## src/rtl/wb_xfer_master.sv

```systemverilog
// ----------------------------------------------------------------------------
// wb_xfer_master: single-outstanding valid/ready -> Wishbone pipelined master
// with bus timeout and status reporting. Optional retry: WB_XFER_RETRY_EN.
// Revision: 1.0
// ----------------------------------------------------------------------------
`default_nettype none

module wb_xfer_master #(
  parameter int ADDR_W    = 32,
  parameter int DATA_W    = 32,
  parameter int TIMEOUT   = 255,
  parameter int MAX_RETRY = 3
) (
  input  logic                clk_i,
  input  logic                rst_i,
  input  logic                req_valid_i,
  output logic                req_ready_o,
  input  logic                req_we_i,
  input  logic [ADDR_W-1:0]   req_adr_i,
  input  logic [DATA_W/8-1:0] req_sel_i,
  input  logic [DATA_W-1:0]   req_dat_i,
  output logic                rsp_valid_o,
  input  logic                rsp_ready_i,
  output logic [DATA_W-1:0]   rsp_dat_o,
  output logic [1:0]          rsp_sts_o,
  output logic                wb_cyc_o,
  output logic                wb_stb_o,
  output logic                wb_we_o,
  output logic [ADDR_W-1:0]   wb_adr_o,
  output logic [DATA_W/8-1:0] wb_sel_o,
  output logic [DATA_W-1:0]   wb_dat_o,
  input  logic [DATA_W-1:0]   wb_dat_i,
  input  logic                wb_ack_i,
  input  logic                wb_err_i,
  input  logic                wb_rty_i,
  input  logic                wb_stall_i
);

  localparam int CNT_W = $clog2(TIMEOUT + 1);
  localparam logic [CNT_W-1:0] CNT_MAX = CNT_W'(TIMEOUT);
  localparam logic [1:0] STS_OK  = 2'b00;
  localparam logic [1:0] STS_ERR = 2'b01;
  localparam logic [1:0] STS_TMO = 2'b10;
  localparam logic [1:0] STS_RTY = 2'b11;

  if (TIMEOUT < 2 || MAX_RETRY < 0) begin : g_param_check
    $error("wb_xfer_master: TIMEOUT must be >= 2 and MAX_RETRY >= 0");
  end

`ifdef WB_XFER_RETRY_EN
  typedef enum logic [2:0] {
    IDLE    = 3'd0,
    STROBE  = 3'd1,
    WAIT    = 3'd2,
    RESP    = 3'd3,
    BACKOFF = 3'd4
  } state_t;
`else
  typedef enum logic [1:0] {
    IDLE   = 2'd0,
    STROBE = 2'd1,
    WAIT   = 2'd2,
    RESP   = 2'd3
  } state_t;
`endif

  state_t           state;
  state_t           state_nxt;
  logic [CNT_W-1:0] cnt;
  logic [CNT_W-1:0] cnt_inc;
  logic             on_bus;
  logic             done;
  logic             expired;
  logic             retry;
  logic [1:0]       sts_term;

  assign req_ready_o = (state == IDLE);

  always_comb begin
    on_bus   = (state == STROBE) || (state == WAIT);
    // A termination only counts once the strobe has actually been issued.
    done     = ((state == STROBE && !wb_stall_i) || state == WAIT) &&
               (wb_ack_i || wb_err_i || wb_rty_i);
    cnt_inc  = (cnt == CNT_MAX) ? cnt : cnt + 1'b1;
    expired  = on_bus && (cnt_inc == CNT_MAX) && !done;
    sts_term = wb_err_i ? STS_ERR : (wb_rty_i ? STS_RTY : STS_OK);
  end

`ifdef WB_XFER_RETRY_EN
  localparam int RTY_W = (MAX_RETRY > 0) ? $clog2(MAX_RETRY + 1) : 1;
  logic [RTY_W-1:0] retry_cnt;

  assign retry = done && !wb_err_i && wb_rty_i && (retry_cnt != RTY_W'(MAX_RETRY));

  always_ff @(posedge clk_i) begin
    if (rst_i) begin
      retry_cnt <= '0;
    end else if (state == IDLE && req_valid_i) begin
      retry_cnt <= '0;
    end else if (retry) begin
      retry_cnt <= retry_cnt + 1'b1;
    end
  end
`else
  assign retry = 1'b0;
`endif

  always_ff @(posedge clk_i) begin
    if (rst_i) begin
      state <= IDLE;
    end else begin
      state <= state_nxt;
    end
  end

  always_comb begin
    state_nxt = state;
    case (state)
      IDLE: begin
        if (req_valid_i) state_nxt = STROBE;
      end
      STROBE, WAIT: begin
`ifdef WB_XFER_RETRY_EN
        if (retry) state_nxt = BACKOFF;
        else
`endif
        if (done || expired) state_nxt = RESP;
        else if (state == STROBE && !wb_stall_i) state_nxt = WAIT;
      end
      RESP: begin
        if (rsp_ready_i) state_nxt = IDLE;
      end
`ifdef WB_XFER_RETRY_EN
      BACKOFF: state_nxt = STROBE;
`endif
      default: state_nxt = IDLE;
    endcase
  end

  always_ff @(posedge clk_i) begin
    if (rst_i) begin
      wb_cyc_o    <= 1'b0;
      wb_stb_o    <= 1'b0;
      wb_we_o     <= 1'b0;
      wb_adr_o    <= '0;
      wb_sel_o    <= '0;
      wb_dat_o    <= '0;
      rsp_valid_o <= 1'b0;
      rsp_dat_o   <= '0;
      rsp_sts_o   <= STS_OK;
      cnt         <= '0;
    end else begin
      wb_cyc_o    <= (state_nxt == STROBE) || (state_nxt == WAIT);
      wb_stb_o    <= (state_nxt == STROBE);
      rsp_valid_o <= (state_nxt == RESP);
      // Counter restarts whenever cyc rises, including after a backoff gap.
      cnt <= (on_bus && (state_nxt == STROBE || state_nxt == WAIT)) ? cnt_inc : '0;
      if (state == IDLE && req_valid_i) begin
        wb_we_o  <= req_we_i;
        wb_adr_o <= req_adr_i;
        wb_sel_o <= req_sel_i;
        wb_dat_o <= req_dat_i;
      end
      if (done && !retry) begin
        rsp_sts_o <= sts_term;
        rsp_dat_o <= (!wb_err_i && !wb_rty_i && !wb_we_o) ? wb_dat_i : '0;
      end else if (expired) begin
        rsp_sts_o <= STS_TMO;
        rsp_dat_o <= '0;
      end
    end
  end

endmodule

`default_nettype wire

```

## config.mk

```make
export PLATFORM = sky130hd
export DESIGN_NAME = wb_xfer_master
export DESIGN_NICKNAME = d
export VERILOG_FILES = /design/src/rtl/wb_xfer_master.sv
export SDC_FILE = /design/constraint.sdc
export NUM_CORES = 1
export LEC_CHECK = 0
export ABC_AREA = 1
export ABC_CLOCK_PERIOD_IN_PS = 2250
export BUFFER_PORTS_ARGS = -buffer_cell sky130_fd_sc_hd__buf_2
export CAP_MARGIN = 20
export CORE_ASPECT_RATIO = 1.2
export CORE_UTILIZATION = 42
export DETAILED_ROUTE_END_ITERATION = 10
export PLACE_DENSITY = 0.86
export SYNTH_ARGS = -nofsm -noshare
export SYNTH_HDL_FRONTEND = slang
export SYNTH_SLANG_ARGS = --single-unit
```

## constraint.sdc

```tcl
create_clock -name clk_i -period 2.25 [get_ports clk_i]
set_input_delay 0.1125 -clock clk_i [delete_from_list [all_inputs] [get_ports clk_i]]
set_output_delay 0.1125 -clock clk_i [all_outputs]
set_load 0.03 [all_outputs]
```

== Yosys cells after proc, flatten, opt, wreduce, memory -nomap -nowiden ==
Index checks and enable logic that the tools add are counted.

* Logic and storage cells: 57
* Output and inout bits: 107
* Register bits after elaboration: 116
* Input bits: 109

* Bitwise operators: 1
* Reduce and logical (&&, ||, !) cells: 23
* Add/sub/neg operators: 1
* Multiplexer cells: 13
* Equal/unequal tests: 8

{| class="wikitable"
|+ Operators with widths
! operator !! count
|-
| $mux W32 || 3
|-
| $eq A8 B8 Y1 const B || 2
|-
| $mux W2 || 8
|-
| $add A8 B1 Y8 const B || 1
|-
| $eq A2 B2 Y1 const B || 4
|-
| $logic_and A1 B1 Y1 || 8
|-
| $mux W8 || 1
|-
| $logic_or A1 B1 Y1 || 6
|-
| $pmux W2 S3 || 1
|-
| $logic_not A1 Y1 || 5
|-
| $eq A2 B1 Y1 const B || 2
|-
| $reduce_or A2 Y1 || 2
|-
| $logic_not A2 Y1 || 1
|-
| $reduce_bool A2 Y1 || 1
|-
| $not A1 Y1 || 1
|}

== Depth between registers and ports, before layout ==
* Word-level depth: 14
* Gate-level depth with buffers: 19
* Gate-level depth less buffers: 19

== Least setup slack after synthesis ==
Ideal clock, no wire load.

* Path type: register to register
* Start: register state[0]
* End: register cnt[7]
* Setup time: 0.074 ns
* Period minus slack after synthesis: 2.314 ns
* Required time: 2.176 ns
* Buffers on the path: 0
* Data arrival time: 2.240 ns
* Stages on the path, launching flop included: 17
* Path slack: -0.064 ns
* Cell sequence: dfxtp_1 -> inv_1 -> ha_1 -> a21boi_0 -> nand3_1 -> nor2_1 -> nand2_2 -> nand3_1 -> nand2_1 -> nand2_1 -> nand2_1 -> nand2_1 -> inv_1 -> ha_1 -> nor2_1 -> nand2_1 -> a31oi_1

* Longest elaborated chain between the ends: 14
* Elaborated cells between the ends (all ways): 24
* Those cells by class: 5 x eq/ne; 5 x mux; 1 x bitwise; 13 x reduce/logical

{| class="wikitable"
|+ RTL lines
! what !! line !! RTL
|-
| from (decl) || 67 || <nowiki>state_t state;</nowiki>
|-
| from (signal assigned) || 112 || <nowiki>state <= state_nxt;</nowiki>
|-
| $eq A2 B1 Y1 || - ||
|-
| $logic_and A1 B1 Y1 || 82, 128 ||
|-
| $logic_or A1 B1 Y1 || 82 || <nowiki>done = ((state == STROBE && !wb_stall_i) || state == WAIT) &&</nowiki>
|-
| $logic_and A1 B1 Y1 || 82 ||
|-
| $logic_not A1 Y1 || 85 || <nowiki>expired = on_bus && (cnt_inc == CNT_MAX) && !done;</nowiki>
|-
| $logic_and A1 B1 Y1 || 85 ||
|-
| $logic_or A1 B1 Y1 || 127 || <nowiki>if (done || expired) state_nxt = RESP;</nowiki>
|-
| $mux W2 || 127 ||
|-
| $pmux W2 S3 * || 118 || <nowiki>case (state)</nowiki>
|-
| via state_nxt[1] || 68 || <nowiki>state_t state_nxt;</nowiki>
|-
| $eq A2 B1 Y1 or $eq A2 B2 Y1 (tied branches) || 157 || <nowiki>cnt <= (on_bus && (state_nxt == STROBE || state_nxt == WAIT)) ? cnt_inc : '0;</nowiki>
|-
| $logic_or A1 B1 Y1 * || 157 ||
|-
| $logic_and A1 B1 Y1 * || 157 ||
|-
| $not A1 Y1 (no source line) * || - ||
|-
| $reduce_or A2 Y1 (no source line) * || - ||
|-
| to (signal assigned) || 157 ||
|-
| to (decl) || 69 || <nowiki>logic [CNT_W-1:0] cnt;</nowiki>
|}

The timed path passes the listed nets; every way through them passes the cells marked *.
A chain may end at the register's enable or synchronous reset.

== Worst setup path in the final report ==
* Start: register cnt[2]
* End: register cnt[4]

* Longest elaborated chain between the ends: 13
* Elaborated cells between the ends (all ways): 15
* Those cells by class: 1 x add/sub; 4 x eq/ne; 3 x mux; 1 x bitwise; 6 x reduce/logical

{| class="wikitable"
|+ RTL lines
! what !! line !! RTL
|-
| $add A8 B1 Y8 or $eq A8 B8 Y1 (tied branches) || 84 || <nowiki>cnt_inc = (cnt == CNT_MAX) ? cnt : cnt + 1'b1;</nowiki>
|-
| $mux W8 * || 84 ||
|-
| $eq A8 B8 Y1 * || 85 ||
|-
| $logic_and A1 B1 Y1 * (2 in series) || 85 ||
|-
| $logic_or A1 B1 Y1 * || 127 ||
|-
| $mux W2 * || 127 ||
|-
| $pmux W2 S3 * || 118 ||
|-
| via state_nxt[1] || 68 ||
|-
| $eq A2 B1 Y1 or $eq A2 B2 Y1 (tied branches) || 157 ||
|-
| $logic_or A1 B1 Y1 * || 157 ||
|-
| $logic_and A1 B1 Y1 * || 157 ||
|-
| $not A1 Y1 (no source line) * || - ||
|-
| $reduce_or A2 Y1 (no source line) * || - ||
|}

Marks and branches as above.

==> impl_metrics.toml <==
[run_status]
run_status = "finished with violations"
failing_checks = "design-rule violations, negative setup slack"

[global_routing]
antenna_found_initial = 0
grt_pass1_wl_mm = 25.0
grt.overflow.total = 0
grt_start_max_net_pins = 70
grt.total_usage = 0.272
first_global_vias = 5297

[critical_path]
critical_path_peak_fanout = 5
timing.rr.start = "cnt[2]"
kind_of_critical_path = "flop to flop"
worstPathRequired_ns = 2.54
end_kind = "flop"
worst-endpoint-arrival_ns = 2.64
setup.worst_path.start_class = "flop"
setup.reg_to_reg.worst_slack_ns = -0.1
worst_setup_path_startpoint = "cnt[2]"

[drt]
routed_wl_mm = 15.7
detailroute.via_count = 5137
post_drt_wl_per_cell_um = 15.2
drt_drc_violations_left = 12
drt_first_iter_violations = 197
final_antenna_net_count = 0
avgViaCountPerCell = 4.98
drt-pass1-iter-count = 7

[clock_network]
clock_tree.root_cell = "sky130_fd_sc_hd__clkbuf_16"
h-tree-depth = 4
clkTransAtPathRegs_ns = 0.05
tritoncts_num_sinks = 116
tritoncts.num_buffers = 17
cts_tree = "done"
clock_latency_of_the_later_clocked_register_in_the_worst_skew_pair_ns = 0.40
ctsLongestPathBuffers = 2

[floorplanning]
io_pins = 216
die_height_um = 118
fp.dieArea_mm2 = 0.0116
floorplan.initialDensity = 0.439
fp.dieW_um = 98.4
rows = 41
core_region_area_mm2 = 0.0107

[timing]
tightestPinTransition_ns = 0.608
final-hold-violation-count = 0
final_period_minus_worst_setup_slack_ns = 2.35
final_max_slew_viol_count = 0
finalWorstSetupSlack_ns = -0.0956
timing.max_slew.rel_slack = 0.594
fin_crit_sh = 1.04
fin_worst_skew_ns = 0.00632
timing.setup.tns_ns = -0.219
maxClockFrequency_ghz = 0.426
setup-violations-final = 7
rsz0062_at_grt = "true"

[finish]
num-nets-final = 1006
layout.filler_cells = 736
antenna_fix_cells = 0
seqCellArea_mm2 = 0.00233
flow.area_growth_from_synthesis_pct = 65.8
layoutNonFillerInstCount = 1032
post_route_cells_drive_above_1_share = 0.432
final_core_utilization = 0.728
multi_input_comb_area_mm2 = 0.00233

[yosys]
ys_seq_elements = 116
post_synth.cell_area_avg_um2 = 8.27
ys_types = 32
synth_area_mm2 = 0.00469
synthesis.yosys.warnings = 0
postSynthCellCount = 567
ys_seq_area_frac = 0.495
synthesis.nets = 683

[place]
place.gp.congestion = 0.826
place_inst = 900
numPortBuffers = 215
detailedPlacementHpwl_mm = 8.30

[power_and_ir_drop]
max-vdd-ir-drop_uv = 600
leakagePower_nw = 3.57
finalPower_mw = 6.27
power.density_mw_per_mm2 = 807

[hold_path]
timing.hold.worst.class = "input port to flop"
min-delay-start = "req_dat_i[7]"

[flow_run]
drv.max_cap_violation_count = 0
## synthesized netlist by cell type, drive strengths merged
library cell,n,area (um^2)
a21boi,1,7.51
a21o,1,7.51
a21oi,41,318
a31oi,1,6.26
and3,1,6.26
buf,5,62.6
clkbuf,29,109
clkinv,1,3.75
dfxtp,116,2320
ha,7,87.6
inv,20,82.6
nand2,68,448
nand3,44,225
nor2,153,582
nor3,1,5.00
o211ai,1,7.51
o21ai,73,377
o21bai,1,7.51
or2,1,6.26
xnor2,1,8.76
xor2,1,8.76
## through the flow
step / instance area [um^2] / hold WS, ns / setup WS, ns
6_report: 7770 / 0.00957 / -0.0956
5_1_grt: 7770 / 0.00815 / -0.202
4_1_cts: 7650 / 0.00406 / -0.0347
3_5_place_dp: 5960 / 0.369 / -0.226
3_3_place_gp: 5960 / 0.359 / -0.111
2_1_floorplan: 4710 / 0.189 / 0.0238
## per-layer routing
layer | global-route usage | vias up | share of wire
li1 | - | 2490 | -
met1 | 0.288 | 2372 | 0.38
met2 | 0.485 | 220 | 0.52
met3 | 0.0784 | 55 | 0.063
met4 | 0.145 | 0 | 0.043
met5 | 0 | - | 0
## cells in the final DEF (no fill, tap or decap), drive strengths merged
master,instances
o211ai,1
xnor2,1
a21boi,1
nand3,44
a31oi,1
nor3,1
and3,1
ha,7
buf,242
nand2,69
o21bai,1
o21ai,73
or2,1
clkinv,6
nor2,153
a21o,1
xor2,1
dlygate4sd3,95
clkbuf,18
clkinvlp,3
a21oi,41
inv,24
bufinv,2
dfxtp,116
## final cells by class
type / instances / area share
clock buffers: 18 / 0.0565
repair buffers: 337 / 0.291
inverters: 21 / 0.0121
clock inverters: 14 / 0.0198
multi-input cells: 397 / 0.300
flip-flops and latches: 116 / 0.300
well taps: 129 / 0.0208
## cell families (layout without fill, tap and decap cells)
family	after synthesis	count (layout)	synth area share
AO/OA/AOI/OAI	119	119	0.156
flip-flops	116	116	0.495
AND/OR/NAND/NOR	268	269	0.271
XOR/XNOR	2	2	0.00374
adder cells (fa/ha/maj)	7	7	0.0187
buffers and inverters	55	390	0.0550
## worst paths after layout
| path | cells past startpoint | to |
|---|---|---|
| setup / recovery | 15 | cnt[4] |
| hold / removal | 3 | wb_dat_o[7] |
| setup reg to reg | 15 | cnt[4] |
| hold reg to reg | 2 | rsp_sts_o[0] |
## sequential cells by signal, indices dropped and copies added (netlist names)
register / cells
rsp_sts_o: 2
wb_sel_o: 4
wb_dat_o: 32
wb_cyc_o: 1
rsp_dat_o: 32
rsp_valid_o: 1
cnt: 8
wb_adr_o: 32
state: 2
wb_stb_o: 1
wb_we_o: 1
## what timing repair did
action | CTS | global route
pin swaps | 12 | 12
hold endpoints to repair | 95 | 0
cloned | 1 | 0
hold buffers | 95 | 0
buffers inserted | 3 | 1
setup endpoints to repair | 8 | 9
resized for setup | 30 | 25
## power by group
part	switching, mW	total [mW]	internal [mW]	leakage [nW]
Combinational	0.823	1.31	0.487	2.33
Sequential	0.0825	2.29	2.21	0.956
Clock	0.997	2.67	1.67	0.283
## critical path, stage by stage, from the launching register on
cell	delay, ns
sky130_fd_sc_hd__dfxtp_1	0.47
sky130_fd_sc_hd__nand3_2	0.18
sky130_fd_sc_hd__o21bai_1	0.25
sky130_fd_sc_hd__nand3_2	0.11
sky130_fd_sc_hd__nor2_2	0.15
sky130_fd_sc_hd__nand2_2	0.09
sky130_fd_sc_hd__nand3_2	0.07
sky130_fd_sc_hd__nand2_1	0.06
sky130_fd_sc_hd__nand2_1	0.07
sky130_fd_sc_hd__nand2_2	0.06
sky130_fd_sc_hd__nand2_2	0.08
sky130_fd_sc_hd__inv_2	0.04
sky130_fd_sc_hd__ha_4	0.27
sky130_fd_sc_hd__nor2_4	0.04
sky130_fd_sc_hd__buf_6	0.14
sky130_fd_sc_hd__and3_4	0.16
(Power assumes the default switching activity.)
